## config.mk

```make
export PLATFORM = sky130hd
export DESIGN_NAME = wb_intercon_n
export DESIGN_NICKNAME = d
export VERILOG_FILES = /design/src/rtl/wb_intercon_n.sv
export SDC_FILE = /design/constraint.sdc
export NUM_CORES = 1
export LEC_CHECK = 0
export CAP_MARGIN = 10
export CORE_AREA = 2 2 103 105
export DETAILED_ROUTE_END_ITERATION = 8
export DIE_AREA = 0 0 105 107
export SETUP_SLACK_MARGIN = 0.1
export SLEW_MARGIN = 20
export SYNTH_ARGS = -nofsm -noshare
export SYNTH_HDL_FRONTEND = slang
export SYNTH_SLANG_ARGS = --single-unit
```

## constraint.sdc

```tcl
create_clock -name clk -period 2.3 [get_ports clk]
set_clock_uncertainty 0.2 [all_clocks]
set_input_delay 0.46 -clock clk [delete_from_list [all_inputs] [get_ports clk]]
set_output_delay 0.46 -clock clk [all_outputs]
set_load 0.02 [all_outputs]
```

## src/rtl/wb_intercon_n.sv

```systemverilog
// wb_intercon_n: single-master Wishbone interconnect fanning out to NSLAVE slaves by base/mask decode.
// Optional ACTIVE watchdog: define WB_INTERCON_TIMEOUT_EN to abort unacknowledged transfers after TIMEOUT cycles.
module wb_intercon_n #(
    parameter int                             DATA_WIDTH = 16,
    parameter int                             ADDR_WIDTH = 16,
    parameter int                             NSLAVE     = 4,
    parameter logic [NSLAVE*ADDR_WIDTH-1:0]   SLAVE_BASE = {16'h0130, 16'h0120, 16'h0100, 16'h0000},
    parameter logic [NSLAVE*ADDR_WIDTH-1:0]   SLAVE_MASK = {16'hFFF0, 16'hFFF0, 16'hFFF0, 16'hFF00},
    parameter int                             TIMEOUT    = 15
) (
    input  logic                          clk,
    input  logic                          rst,
    input  logic                          m_cyc,
    input  logic                          m_stb,
    input  logic                          m_we,
    input  logic [ADDR_WIDTH-1:0]         m_addr,
    input  logic [DATA_WIDTH-1:0]         m_wrdata,
    output logic [DATA_WIDTH-1:0]         m_rddata,
    output logic                          m_ack,
    output logic                          m_err,
    output logic [NSLAVE-1:0]             s_cyc,
    output logic [NSLAVE-1:0]             s_stb,
    output logic [NSLAVE-1:0]             s_we,
    output logic [NSLAVE*ADDR_WIDTH-1:0]  s_addr,
    output logic [NSLAVE*DATA_WIDTH-1:0]  s_wrdata,
    input  logic [NSLAVE*DATA_WIDTH-1:0]  s_rddata,
    input  logic [NSLAVE-1:0]             s_ack
);

    if (NSLAVE < 1 || NSLAVE > 16 || TIMEOUT < 1 || TIMEOUT > 255) begin : g_bad_param
        $error("wb_intercon_n: NSLAVE must be 1..16 and TIMEOUT 1..255");
    end

    typedef enum logic [1:0] {
        ST_IDLE,
        ST_ACTIVE,
        ST_ERROR
    } state_t;

    state_t                  state_q, state_d;
    logic [NSLAVE-1:0]       sel_q, sel_d;
    logic [NSLAVE-1:0]       hit_onehot;
    logic                    live;
    logic                    sel_ack;
    logic [DATA_WIDTH-1:0]   sel_rddata;

`ifdef WB_INTERCON_TIMEOUT_EN
    localparam logic [7:0] TIMEOUT_CNT = 8'(TIMEOUT);
    logic [7:0] cnt_q, cnt_d;
`endif

    // Descending scan so the lowest matching index is the last one written and wins.
    always_comb begin : decode
        hit_onehot = '0;
        for (int i = NSLAVE - 1; i >= 0; i--) begin
            if ((m_addr & SLAVE_MASK[i*ADDR_WIDTH +: ADDR_WIDTH]) ==
                (SLAVE_BASE[i*ADDR_WIDTH +: ADDR_WIDTH] & SLAVE_MASK[i*ADDR_WIDTH +: ADDR_WIDTH])) begin
                hit_onehot    = '0;
                hit_onehot[i] = 1'b1;
            end
        end
    end

    // A reset cycle already silences the fabric, so an ack arriving alongside rst is never forwarded.
    assign live = (state_q == ST_ACTIVE) && !rst;

    always_comb begin : sel_mux
        sel_ack    = 1'b0;
        sel_rddata = '0;
        for (int i = 0; i < NSLAVE; i++) begin
            if (sel_q[i]) begin
                sel_ack    = sel_ack | s_ack[i];
                sel_rddata = sel_rddata | s_rddata[i*DATA_WIDTH +: DATA_WIDTH];
            end
        end
    end

    always_comb begin : slave_drive
        s_cyc    = '0;
        s_stb    = '0;
        s_we     = '0;
        s_addr   = '0;
        s_wrdata = '0;
        for (int i = 0; i < NSLAVE; i++) begin
            if (live && sel_q[i]) begin
                s_cyc[i]                              = m_cyc;
                s_stb[i]                              = m_stb;
                s_we[i]                               = m_we;
                s_addr[i*ADDR_WIDTH +: ADDR_WIDTH]    = m_addr & ~SLAVE_MASK[i*ADDR_WIDTH +: ADDR_WIDTH];
                s_wrdata[i*DATA_WIDTH +: DATA_WIDTH]  = m_wrdata;
            end
        end
    end

    // m_ack lives only in ACTIVE and m_err only in ERROR, so the two can never coincide.
    assign m_ack    = live && m_cyc && sel_ack;
    assign m_err    = (state_q == ST_ERROR) && !rst;
    assign m_rddata = live ? sel_rddata : '0;

    // NOTE: every always_comb output gets a default first; a missing branch would otherwise infer a latch.
    always_comb begin : fsm_next
        state_d = state_q;
        sel_d   = sel_q;
`ifdef WB_INTERCON_TIMEOUT_EN
        cnt_d   = cnt_q;
`endif
        case (state_q)
            ST_IDLE: begin
                if (m_cyc && m_stb) begin
                    if (|hit_onehot) begin
                        state_d = ST_ACTIVE;
                        sel_d   = hit_onehot;
`ifdef WB_INTERCON_TIMEOUT_EN
                        cnt_d   = '0;
`endif
                    end else begin
                        state_d = ST_ERROR;
                    end
                end
            end
            ST_ACTIVE: begin
                if (!m_cyc || sel_ack) begin
                    state_d = ST_IDLE;
                    sel_d   = '0;
                end
`ifdef WB_INTERCON_TIMEOUT_EN
                else begin
                    cnt_d = cnt_q + 8'd1;
                    if (cnt_d == TIMEOUT_CNT) begin
                        state_d = ST_ERROR;
                        sel_d   = '0;
                    end
                end
`endif
            end
            ST_ERROR: begin
                state_d = ST_IDLE;
            end
            default: begin
                state_d = ST_IDLE;
                sel_d   = '0;
            end
        endcase
    end

    // NOTE: state registers use non-blocking assignments so every flop samples pre-edge values.
    always_ff @(posedge clk) begin
        if (rst) begin
            state_q <= ST_IDLE;
            sel_q   <= '0;
`ifdef WB_INTERCON_TIMEOUT_EN
            cnt_q   <= '0;
`endif
        end else begin
            state_q <= state_d;
            sel_q   <= sel_d;
`ifdef WB_INTERCON_TIMEOUT_EN
            cnt_q   <= cnt_d;
`endif
        end
    end

endmodule
```

Yosys cells after proc, flatten, opt, wreduce, memory -nomap -nowiden

Cells that the tools add are included.

Register bits: 6
Input bits: 105
Output and inout bits: 158
Word-level logic and storage cells: 75

Eq/ne operators: 8
Multiplexer cells: 41
Bitwise operators: 7
Reduce and logical (&&, ||, !) cells: 17

Operators with widths:

| cell                                                             | count |
|---|---|
| 16-bit two-way mux                                               | 9 |
| 16-bit OR                                                        | 3 |
| 4-bit two-way mux                                                | 10 |
| 12-bit by 5-bit == test with 1-bit output, second input constant | 3 |
| 16-bit logical NOT                                               | 1 |
| 1-bit two-way mux                                                | 16 |
| 4-bit one-hot mux with 3 select lines                            | 1 |
| 1-bit logical AND                                                | 9 |
| 8-bit two-way mux                                                | 1 |
| 2-bit two-way mux                                                | 3 |
| 2-bit != test, second input constant                             | 2 |
| 2-bit one-hot mux with 2 select lines                            | 1 |
| 4-bit AND reduction                                              | 1 |
| 4-bit OR reduction                                               | 1 |
| 1-bit OR                                                         | 3 |
| 2-bit by 1-bit == test with 1-bit output, second input constant  | 1 |
| 2-bit == test, second input constant                             | 1 |
| 1-bit logical NOT                                                | 2 |
| 2-bit logical NOT                                                | 1 |
| 2-bit by 1-bit != test with 1-bit output, second input constant  | 1 |
| 2-bit AND reduction                                              | 1 |
| 1-bit logical OR                                                 | 1 |
| 1-bit NOT                                                        | 1 |

Logic depth before layout (Yosys ltp)

Depth in word-level cells: 10
Gate-level depth with buffers: 5
Gate-level depth less buffers: 4

Worst setup path after synthesis

Ideal clock, no wire load.

Path kind: in2out
Start point: input port rst
End point: output port m_rddata[10]
Data arrival time: 1771 ps
Slack: -131 ps
Cell stages on the path: 5
Cells stage by stage: clkbuf_1 > or3b_2 > clkbuf_1 > clkbuf_1 > a21oi_1

Longest elaborated chain between the ends: 3

Ends and longest elaborated chain:

| what               | RTL line | RTL |
|---|---|---|
| start, declared    | 12       | `input logic rst,` |
| 1-bit logical NOT  | 65       | `assign live = (state_q == ST_ACTIVE) && !rst;` |
| 1-bit logical AND  | 65       |  |
| 16-bit two-way mux | 98       | `assign m_rddata = live ? sel_rddata : '0;` |
| end, declared      | 18       | `output logic [DATA_WIDTH-1:0] m_rddata,` |

Every way passes these cells.

Final worst setup path

Start point: input port rst
End point: output port s_wrdata[9]

Longest elaborated chain between the ends: 4

Ends and longest elaborated chain:

| what               | RTL line | RTL |
|---|---|---|
| 1-bit logical NOT  | 65       |  |
| 1-bit logical AND  | 65       |  |
| 1-bit logical AND  | 85       | `if (live && sel_q[i]) begin` |
| 16-bit two-way mux | 85       |  |
| end, declared      | 25       | `output logic [NSLAVE*DATA_WIDTH-1:0] s_wrdata,` |

Every way passes these cells.

==> results by group <==
Floorplan
  • DIE AREA: 0.0112 mm²
  • Site row count: 37
  • Core area: 0.0101 mm²
  • Die Width: 105 µm
  • I/O pin count: 263
  • Initial Utilization: 17.6%
  • Die height: 107 µm

GRT
  • Met2 usage: 33.1%
  • Pin count of the biggest net entering global routing: 32
  • Total global routing overflow: 0
  • Vias in the first global route: 2843
  • M1 GR Usage: 19.0%
  • Global-route wire length before repair: 15100 µm
  • M3 GR Usage: 3.10%
  • Overall Global Routing Usage: 16.8%
  • Busiest layer in global routing: met2
  • Antenna violations before repair: 0

Timing
  • Final Critical Period: 2.48 ns
  • Final hold slack: 0.428 ns
  • Setup ws final: -0.177 ns
  • RSZ-0062 raised after global routing: yes
  • Peak Freq: 404 MHz
  • Final setup violation count: 69
  • Final Hold Fails: 0
  • Period utilisation layout: 108%
  • Final Max Tran Viols: 0

Route
  • DRT iter0 DRCs: 69
  • Via-per-instance ratio: 4.52
  • Avg WL per Cell: 16.0 µm
  • Antenna Nets Post-Route: 0
  • Via count: 2949
  • Routed wire length: 10400 µm
  • Drt pass-1 iters: 4
  • DRC: 0

Yosys
  • Yosys Warn Count: 0
  • Asr flop ratio synth: 0%
  • Synth Instances: 262
  • Avg Inst Size Synth: 6.80 µm²
  • Synthesized cell area: 0.00178 mm²
  • Seq cells post-synth: 6
  • Distinct cell type count after synthesis: 28
  • Register area share after synthesis: 6.75%
  • Post-synth EDFFs: 0
  • Top_reg_cell synth: dfxtp_1

Min path
  • Hold Crit Class: register to register
  • Hold path cells: 3
  • Hold_sp: state_q[0]
  • Min-Delay Endpoint: state_q[1]

Clock tree
  • Reg clk slew, reported paths: 0.04 ns
  • Clock sink count: 6
  • Clock latency on the worst-skew pair: 0.23 ns
  • CTS tree: done
  • Htree depth: 1
  • Num CTS Buffers: 3
  • Root Driver: clkbuf_8
  • Worst-case clock buffer depth: 2

Power and ir drop
  • Total Power: 578 µW
  • Leak: 0.00232 µW
  • Pwr dens: 108 mW/mm²
  • Worst vdd ir: 0.130 mV

Critical path
  • Crit path max fanout: 6
  • WP data arrival: 1.82 ns
  • Worst-case reg-to-reg path depth: 6
  • Crit start category: input pin
  • Worst r2r dst: sel_q[2]
  • Crit end category: output port
  • Worst r2r src: sel_q[1]
  • Internal reg-to-reg setup slack: 0.32 ns
  • Crit path kind: input pin to output port
  • Req. time, crit path: 1.64 ns

Status
  • Failing checks: negative setup slack
  • Outcome: finished, violations left

Placed design
  • Input/output buffers: 218
  • DP HPWL: 6750 µm
  • GP Congestion: 0.810
  • Post-Place Worst Slack: -0.755 ns
  • Placed inst area: 0.00427 mm²

Final layout
  • Design area: 0.00536 mm²
  • P&R area growth vs syn: 201%
  • Final #Nets: 624
  • Fin util: 53.1%
  • Ant diodes: 0
  • Fill count: 900
  • Share of layout cells above drive strength 1: 53.2%

Flow run
  • MaxCap Viol Count: 0
[metrics by stage]
stage	cells	TNS, ns
6_report	653	-5.56
5_1_grt	653	-9.00
4_1_cts	652	-5.59
3_5_place_dp	612	-77.87
3_3_place_gp	612	-76.79
2_1_floorplan	305	0
[what timing repair did]
item	CTS	global route
cloned	10	0
pin swaps	2	7
resized for setup	677	100
hold buffers	0	0
buffers inserted	28	4
setup endpoints to repair	114	113
[kinds of logic after synthesis]
kind of cell           count (synthesis)  share of synthesized area [%]
AND/OR/NAND/NOR                      122                           44.2
multiplexers                           3                           1.69
other                                  1                          0.211
flip-flops                             6                           6.75
buffers and inverters                 74                           24.9
AO/OA/AOI/OAI                         56                           22.3
[per-layer routing]
layer	vias up	share of wire (%)
met5	-	0
met1	1380	38
met2	151	54
met3	8	7.1
met4	0	0.62
li1	1410	-
[state kept, by name, indices dropped and copies added, names as in the netlist]
name	count
sel_q	4
state_q	2
[where the power goes]
| group | leakage [µW] | switching [µW] | internal [µW] |
|---|---|---|---|
| Combinational | 0.00225 | 131 | 177 |
| Clock | 0.0000216 | 50.7 | 113 |
| Sequential | 0.0000497 | 1.21 | 104 |
| Total | 0.00232 | 183 | 395 |
[worst max-delay path by stage]
stage          startpoint            to  slack [ns]
2_1_floorplan         rst  m_rddata[10]        0.09
6_report              rst   s_wrdata[9]       -0.18
5_1_grt               rst   s_wrdata[9]       -0.22
3_3_place_gp        m_cyc         m_ack       -0.76
4_1_cts               rst   s_wrdata[8]       -0.15
3_5_place_dp          rst  s_wrdata[34]       -0.76
[worst max-delay path, stage by stage]
cell     delay, ns
buf_6         0.09
buf_6         0.11
nor3b_4       0.19
buf_6         0.14
buf_6         0.09
buf_12        0.09
buf_8         0.12
buf_6         0.11
buf_16        0.11
and3_4        0.18
buf_6         0.11
[synthesized netlist by cell type, drive strengths merged (2+ instances only)]
library cell / count / area share [%]
a21oi: 17 / 4.8
a22oi: 34 / 14
and2: 4 / 1.4
and3: 92 / 32
buf: 44 / 19
clkbuf: 30 / 6.3
dfxtp: 6 / 6.7
mux2i: 3 / 1.7
nand2: 2 / 0.42
nand2b: 3 / 1.1
nand3: 3 / 0.84
nand4: 2 / 0.70
nand4b: 2 / 0.98
nor2: 2 / 0.42
nor2b: 2 / 0.70
nor3b: 3 / 1.3
nor4bb: 2 / 1.1
[cells in the final DEF, fill, tap and decap left out, drive strengths merged, types with 2 or more instances in the layout]
master and instances:
nor4bb 2, dlymetal6s2s 3, nand2 2, and2 4
dfxtp 6, clkdlybuf4s50 99, nand4 2, nor2 2
a21oi 17, buf 179, clkbuf 4, nor3b 3
mux2i 3, nand2b 3, nand4b 2, and3 92
nor2b 2, a22oi 34, conb 44, nand3 3
[final cells by class]
cell class,instances,area (µm²),area share [%]
multi-input combinational,225,1890,35.3
timing repair buffer,283,3130,58.4
clock buffer,3,41.3,0.770
sequential,6,125,2.33
tap,136,170,3.17
Power figures use the tool's default switching activity.
